<file path="src/rtl/mips32_pkg.sv">
// mips32_pkg: definitions shared by the MIPS32 fetch stage and its queue.
//   RESET_PC_DEFAULT : default first fetch address after reset
//   fetch_slot_t     : one fetch queue entry {pc, instr, filled}
//   pc_plus4         : sequential next address, wraps modulo 2^32
package mips32_pkg;

  localparam logic [31:0] RESET_PC_DEFAULT = 32'h0000_0000;

  typedef struct packed {
    logic [31:0] pc;
    logic [31:0] instr;
    logic        filled;
  } fetch_slot_t;

  function automatic logic [31:0] pc_plus4(input logic [31:0] pc);
    return pc + 32'd4;
  endfunction

endpackage

</file>
<file path="src/rtl/mips32_fetch_if.sv">
// mips32_fetch_if: instruction-memory, redirect and decode-side signals of
// the fetch stage.
//   imem_req_valid/ready/addr : fetch request handshake
//   imem_rsp_valid/data       : in-order response, no backpressure
//   redirect_valid/pc         : taken branch/jump restart from EX
//   id_valid/ready            : decode handshake
//   id_instr/id_pc/id_pc_plus4: instruction handed to decode
// master = fetch stage, slave = memory/pipeline environment.
interface mips32_fetch_if;
  logic        imem_req_valid;
  logic        imem_req_ready;
  logic [31:0] imem_req_addr;
  logic        imem_rsp_valid;
  logic [31:0] imem_rsp_data;
  logic        redirect_valid;
  logic [31:0] redirect_pc;
  logic        id_ready;
  logic        id_valid;
  logic [31:0] id_instr;
  logic [31:0] id_pc;
  logic [31:0] id_pc_plus4;

  modport master (
    output imem_req_valid, imem_req_addr, id_valid, id_instr, id_pc, id_pc_plus4,
    input  imem_req_ready, imem_rsp_valid, imem_rsp_data, redirect_valid, redirect_pc, id_ready
  );

  modport slave (
    input  imem_req_valid, imem_req_addr, id_valid, id_instr, id_pc, id_pc_plus4,
    output imem_req_ready, imem_rsp_valid, imem_rsp_data, redirect_valid, redirect_pc, id_ready
  );
endinterface

</file>
<file path="src/rtl/mips32_fetch_queue.sv">
// mips32_fetch_queue: 2-entry in-order fetch slot queue.
//   clk, rst       : clock, async active-low reset
//   alloc/alloc_pc : reserve a slot for a fired request (filled = 0)
//   fill/fill_instr: write the oldest unfilled slot with a response
//   pop            : retire the head slot (caller guarantees it is filled)
//   flush          : free every slot
//   head           : head slot contents
//   n_alloc        : slots allocated (0..2)
//   n_unfilled     : allocated slots still waiting for a response
module mips32_fetch_queue
  import mips32_pkg::*;
(
  input  logic        clk,
  input  logic        rst,
  input  logic        alloc,
  input  logic [31:0] alloc_pc,
  input  logic        fill,
  input  logic [31:0] fill_instr,
  input  logic        pop,
  input  logic        flush,
  output fetch_slot_t head,
  output logic [1:0]  n_alloc,
  output logic [1:0]  n_unfilled
);

  fetch_slot_t slot_q [2];
  logic        head_q;
  logic [1:0]  n_alloc_q;
  logic [1:0]  n_filled_q;
  logic        alloc_idx;
  logic        fill_idx;
  logic        fill_ok;

  // Filled slots always form a prefix starting at head, so the next slot to
  // allocate and the next slot to fill are both offsets from head.
  assign alloc_idx = head_q ^ n_alloc_q[0];
  assign fill_idx  = head_q ^ n_filled_q[0];
  // A response with no slot waiting for it is ignored rather than corrupting state.
  assign fill_ok   = fill & (n_filled_q != n_alloc_q);

  always_ff @(posedge clk or negedge rst) begin
    if (!rst) begin
      slot_q[0]  <= '0;
      slot_q[1]  <= '0;
      head_q     <= 1'b0;
      n_alloc_q  <= 2'd0;
      n_filled_q <= 2'd0;
    end else if (flush) begin
      slot_q[0].filled <= 1'b0;
      slot_q[1].filled <= 1'b0;
      n_alloc_q        <= 2'd0;
      n_filled_q       <= 2'd0;
    end else begin
      if (alloc) begin
        slot_q[alloc_idx] <= '{pc: alloc_pc, instr: 32'h0, filled: 1'b0};
      end
      if (fill_ok) begin
        slot_q[fill_idx].instr  <= fill_instr;
        slot_q[fill_idx].filled <= 1'b1;
      end
      if (pop) begin
        slot_q[head_q].filled <= 1'b0;
        head_q                <= ~head_q;
      end
      n_alloc_q  <= n_alloc_q + {1'b0, alloc} - {1'b0, pop};
      n_filled_q <= n_filled_q + {1'b0, fill_ok} - {1'b0, pop};
    end
  end

  assign head       = slot_q[head_q];
  assign n_alloc    = n_alloc_q;
  assign n_unfilled = n_alloc_q - n_filled_q;

endmodule

</file>
<file path="src/rtl/mips32_fetch.sv">
// mips32_fetch: MIPS32 instruction fetch stage.
//   RESET_PC : first fetch address after reset
//   clk      : clock, all state on rising edge
//   rst      : async active-low reset
//   bus      : mips32_fetch_if.master (imem request/response, redirect, decode)
// Keeps at most two requests outstanding (queued plus still-to-be-dropped) and
// drops stale responses after a redirect by counting them in drop_q.
module mips32_fetch
  import mips32_pkg::*;
#(
  parameter logic [31:0] RESET_PC = RESET_PC_DEFAULT
) (
  input  logic           clk,
  input  logic           rst,
  mips32_fetch_if.master bus
);

  logic [31:0] pc_q, pc_d;
  logic [1:0]  drop_q, drop_d;
  logic [2:0]  drop_sum;
  logic [2:0]  pending;
  logic [1:0]  n_alloc, n_unfilled;
  fetch_slot_t head;
  logic        fire, fill, pop, flush;

  assign flush   = bus.redirect_valid;
  assign pending = {1'b0, n_alloc} + {1'b0, drop_q};

  // Gated by rst so the request is quiet during reset yet up in the first
  // cycle after release.
  assign bus.imem_req_valid = rst & ~flush & (pending < 3'd2);
  assign bus.imem_req_addr  = pc_q;
  assign fire = bus.imem_req_valid & bus.imem_req_ready;
  assign fill = bus.imem_rsp_valid & (drop_q == 2'd0) & ~flush;

  assign bus.id_valid    = head.filled & ~flush;
  assign bus.id_instr    = head.instr;
  assign bus.id_pc       = head.pc;
  assign bus.id_pc_plus4 = pc_plus4(head.pc);
  assign pop = bus.id_valid & bus.id_ready;

  mips32_fetch_queue u_queue (
    .clk       (clk),
    .rst       (rst),
    .alloc     (fire),
    .alloc_pc  (pc_q),
    .fill      (fill),
    .fill_instr(bus.imem_rsp_data),
    .pop       (pop),
    .flush     (flush),
    .head      (head),
    .n_alloc   (n_alloc),
    .n_unfilled(n_unfilled)
  );

  always_comb begin
    pc_d = pc_q;
    if (flush) begin
      pc_d = {bus.redirect_pc[31:2], 2'b00};
    end else if (fire) begin
      pc_d = pc_plus4(pc_q);
    end
  end

  // On redirect every unfilled slot becomes a response to throw away; a
  // response arriving in the redirect cycle itself is already accounted for.
  always_comb begin
    drop_sum = {1'b0, drop_q} + {1'b0, n_unfilled};
    drop_d   = drop_q;
    if (flush) begin
      if (bus.imem_rsp_valid && (drop_sum != 3'd0)) begin
        drop_sum = drop_sum - 3'd1;
      end
      drop_d = (drop_sum > 3'd2) ? 2'd2 : drop_sum[1:0];
    end else if (bus.imem_rsp_valid && (drop_q != 2'd0)) begin
      drop_d = drop_q - 2'd1;
    end
  end

  always_ff @(posedge clk or negedge rst) begin
    if (!rst) begin
      pc_q   <= RESET_PC;
      drop_q <= 2'd0;
    end else begin
      pc_q   <= pc_d;
      drop_q <= drop_d;
    end
  end

endmodule

</file>
<file path="src/flat_wrapper.sv">
// flat-port wrapper written by rule: the top's interface ports become plain ports
module mips32_fetch_flat import mips32_pkg::*;
#(
  parameter logic [31:0] RESET_PC = RESET_PC_DEFAULT
)
  (clk, rst, bus_imem_req_valid, bus_imem_req_addr, bus_id_valid, bus_id_instr, bus_id_pc, bus_id_pc_plus4, bus_imem_req_ready, bus_imem_rsp_valid, bus_imem_rsp_data, bus_redirect_valid, bus_redirect_pc, bus_id_ready);
  mips32_fetch_if bus_i ();
  input  logic clk;
  input  logic rst;
  output wire logic [$bits(bus_i.imem_req_valid)-1:0] bus_imem_req_valid;
  output wire logic [$bits(bus_i.imem_req_addr)-1:0] bus_imem_req_addr;
  output wire logic [$bits(bus_i.id_valid)-1:0] bus_id_valid;
  output wire logic [$bits(bus_i.id_instr)-1:0] bus_id_instr;
  output wire logic [$bits(bus_i.id_pc)-1:0] bus_id_pc;
  output wire logic [$bits(bus_i.id_pc_plus4)-1:0] bus_id_pc_plus4;
  input wire logic [$bits(bus_i.imem_req_ready)-1:0] bus_imem_req_ready;
  input wire logic [$bits(bus_i.imem_rsp_valid)-1:0] bus_imem_rsp_valid;
  input wire logic [$bits(bus_i.imem_rsp_data)-1:0] bus_imem_rsp_data;
  input wire logic [$bits(bus_i.redirect_valid)-1:0] bus_redirect_valid;
  input wire logic [$bits(bus_i.redirect_pc)-1:0] bus_redirect_pc;
  input wire logic [$bits(bus_i.id_ready)-1:0] bus_id_ready;
  assign bus_imem_req_valid = bus_i.imem_req_valid;
  assign bus_imem_req_addr = bus_i.imem_req_addr;
  assign bus_id_valid = bus_i.id_valid;
  assign bus_id_instr = bus_i.id_instr;
  assign bus_id_pc = bus_i.id_pc;
  assign bus_id_pc_plus4 = bus_i.id_pc_plus4;
  assign bus_i.imem_req_ready = bus_imem_req_ready;
  assign bus_i.imem_rsp_valid = bus_imem_rsp_valid;
  assign bus_i.imem_rsp_data = bus_imem_rsp_data;
  assign bus_i.redirect_valid = bus_redirect_valid;
  assign bus_i.redirect_pc = bus_redirect_pc;
  assign bus_i.id_ready = bus_id_ready;
  mips32_fetch #(.RESET_PC(RESET_PC)) u_core (.clk(clk), .rst(rst), .bus(bus_i));
endmodule
</file>
<file path="config.mk">
export PLATFORM = sky130hd
export DESIGN_NAME = mips32_fetch_flat
export DESIGN_NICKNAME = d
export VERILOG_FILES = /design/src/rtl/mips32_pkg.sv /design/src/rtl/mips32_fetch_if.sv /design/src/rtl/mips32_fetch_queue.sv /design/src/rtl/mips32_fetch.sv /design/src/flat_wrapper.sv
export SDC_FILE = /design/constraint.sdc
export NUM_CORES = 1
export LEC_CHECK = 0
export CORE_MARGIN = 3
export CORE_UTILIZATION = 51
export DETAILED_ROUTE_END_ITERATION = 8
export PLACE_DENSITY = 0.91
export RECOVER_POWER = 50
export SETUP_SLACK_MARGIN = 0.4
export SLEW_MARGIN = 20
export SYNTH_ARGS = -nofsm -noshare
export SYNTH_HDL_FRONTEND = slang
export SYNTH_HIERARCHICAL = 1
export SYNTH_SLANG_ARGS = --single-unit
</file>
<file path="constraint.sdc">
create_clock -name clk -period 4.2 [get_ports clk]
set_clock_uncertainty 0.2 [all_clocks]
set_input_delay 0.63 -clock clk [delete_from_list [all_inputs] [get_ports clk]]
set_output_delay 0.63 -clock clk [all_outputs]
set_load 0.005 [all_outputs]
</file>
==> reports/qor.csv <==
stage,metric,value,unit
placement,io_buffers,195,
placement,place.gp.congestion,0.9084,
synthesis,synth-seq-cells,167,
synthesis,syn-mean-instance-area,9.299,um2
setup_path,crit_type,reg -> out,
setup_path,crit_arrival,3.02,ns
synthesis,synth_area,0.009066,mm2
sta,worst_pin_slew,1.913,ns
floorplan,core,0.01736,mm2
floorplan,placementRows,48,
cts,clk_pin_slew,0.07,ns
drt,routed_wl,25840,um
setup_path,cp_max_fo,8,
synthesis,netlist_instances,975,
pwr,p_sw_share,32.71,%
pwr,ir_drop,0.3310,mV
drt,postRouteAntennaNets,0,
synthesis,yosys_warnings,6,
finish,final_area,0.01193,mm2
setup_path,start_kind,register,
floorplan,dieArea,0.01941,mm2
floorplan,start_util,52.23,%
drt,drtPass1Iterations,5,
cts,cts_root_buf,clkbuf_16,
cts,cts_buffer_depth,2,
grt,grt_usage,25.82,%
pwr,power_density,473.1,mW/mm2
drt,dr_total_vias,8158,
sta,min_period_over_period,91.75,%
grt,antenna_found_initial,0,
min_path,hold_class,reg -> reg,
floorplan,io_pins,200,
drt,drc,0,
pwr,clkPwrFrac,27.6,%
sta,fmax,0.2595,GHz
placement,placed_cell_area,0.01109,mm2
sta,fin_setup_tns,0,ns
sta,slew_viol_final,102,
cts,cts_buffers,17,
drt,wire_per_inst,18.36,um
synthesis,async_flop_share,100.0,%
pwr,power_switching,0.001846,W
synthesis,synth_cell_types,60,
finish,diodes,0,
cts,worstSkewPairLatency,0.42,ns
synthesis,synth-edff-count,0,
pwr,p_comb_share,35.3,%
cts,cts_tree,built,
cts,cts_hold_buffers,0,
cts,ctsHtreeMaxLevel,4,
grt,grt_overflow,0,
finish,final_common_cell,nand2_1,
pwr,p_int,0.003798,W
setup_path,endpoint_kind,primary output,
placement,dp_hpwl,16580,um
sta,relSlewSlack,-27.55,%
sta,grt_setup_unrepaired,true,
grt,grt_pass1_vias,8104,
pwr,power_frac_seq,37.1,%
sta,timing_hold_violations_final,0,
pwr,power.leakage,5.764,nW
drt,first_iter_violations,740,
floorplan,die_h,139.3,um
finish,syn_to_final_growth,31.58,%
synthesis,ys.flop_type,dfrtp_1,
finish,layout_common_cells,"nand2_1, dfrtp_1, clkdlybuf4s50_1",
grt,grt_pass1_wl,41220,um
outcome,outcome,finished with violations,
sta,finalSetupViolations,0,
floorplan,dieWidth,139.3,um
cts,cts.sinks,167,
finish,fin_nets,1252,
drt,via_per_inst,5.798,
setup_path,critPathRequiredTime,3.37,ns
sta,period_minus_slack,3.854,ns
run,maxCapViolCount,2,
synthesis,ys_seq_area_share,46.09,%
grt,grt_max_degree,69,
outcome,violations,"max-capacitance violations, max-slew violations",
finish,layout-drive-gt1-share,15.82,%
==> worst paths after layout <==
| check | startpoint | to | slack, ns | cells after the start |
|---|---|---|---|---|
| worst max-delay path | u_core/u_queue/head_q | bus_id_pc_plus4[19] | 0.35 | 8 |
| worst min-delay path | u_core/u_queue/slot_q[98] | u_core/u_queue/slot_q[98] | 0.27 | 2 |
| worst max register to register | u_core/u_queue/n_alloc[0] | u_core/u_queue/slot_q[96] | 0.53 | 11 |
| worst min register to register | u_core/u_queue/slot_q[98] | u_core/u_queue/slot_q[98] | 0.27 | 2 |
| max in group asynchronous | rst | u_core/u_queue/slot_q[95] | 1.25 | 3 |
| min in group asynchronous | rst | u_core/bus.imem_req_addr[8] | 0.89 | 2 |
==> routing by layer <==
layer	vias to the layer above	GRT usage (%)	routed length (um)
li1	3701	-	-
met5	-	0	0
met4	0	9.063	721
met2	478	42.32	12540
met1	3919	33.98	10290
met3	60	5.773	2287
==> critical path, stage by stage (launching register included) <==
cell and delay (ns):
dfrtp_4 0.50, buf_12 0.16, mux2_2 0.30, nand4_1 0.15, or3_4 0.40, nor3_4 0.20, nand4_1 0.16, xnor2_1 0.20
clkdlybuf4s50_1 0.54
==> stage by stage <==
step	hold slack, ns	cells	util [%]	power, W	worst slack, ns
2_1_floorplan	0.1344	980	-	0.002951	1.092
3_3_place_gp	0.2526	1359	63.89	0.004006	0.4827
3_5_place_dp	0.2576	1359	63.89	0.004067	0.4531
4_1_cts	0.1024	1401	68.09	0.005657	0.3930
5_1_grt	0.3027	1407	68.73	0.005909	0.2711
6_report	0.2733	1407	68.73	0.005644	0.3464
==> synthesized netlist by cell type (all sizes together), types with 8 or more instances <==
cell    count  area share [%]
and3       14            0.97
buf        47             3.7
dfrtp     167              46
ha         11             1.5
inv        53             2.2
mux2       67             8.3
nand2     243              10
nand3      88             4.9
nand4      25             1.7
nor2       36             1.5
o21ai      83             6.2
o311ai      8            0.77
xnor2      26             2.5
xor2       17             1.7
==> cell families after synthesis <==
kind of cell	after synthesis	share of synthesized area [%]
simple gates	438	21.63
flops	167	46.09
buf+inv	110	6.431
xor+xnor	43	4.237
compound gates	130	10.63
mux	73	8.984
other cells	1	0.04136
fa+ha+maj	13	1.960
==> state kept, by name, indices dropped and copies added, names as in the netlist <==
| name | count |
|---|---|
| u_core/u_queue/head_q | 1 |
| u_core/u_queue/n_alloc | 2 |
| u_core/u_queue/n_filled_q | 2 |
| u_core/u_queue/slot_q | 130 |
| u_core/drop_q | 2 |
| u_core/bus.imem_req_addr | 30 |
==> power by group through the flow <==
stage	Combinational [W]	Sequential, W	Clock (W)
floorplan	0.000911	0.00204	0
global placement	0.00190	0.00210	0
detailed placement	0.00195	0.00212	0
CTS	0.00200	0.00208	0.00158
global route	0.00214	0.00213	0.00164
finish	0.00199	0.00210	0.00156
==> final cells by class <==
cell class | instances | area [um2]
Fill cell | 1252 | 5428
Multi-Input combinational cell | 703 | 4427
Sequential cell | 167 | 4183
Timing Repair Buffer | 224 | 2228
Clock buffer | 17 | 425.4
Tap cell | 225 | 281.5
Inverter | 56 | 216.5
Clock inverter | 15 | 167.7
==> timing repair <==
item / in CTS / in global routing
pin swaps: 8 / 6
endpoints found under the setup margin: 18 / 15
buffers inserted: 10 / 6
resized for setup: 14 / 21
gates cloned: 0 / 0
No activity file was read; power rests on OpenSTA's default activity.
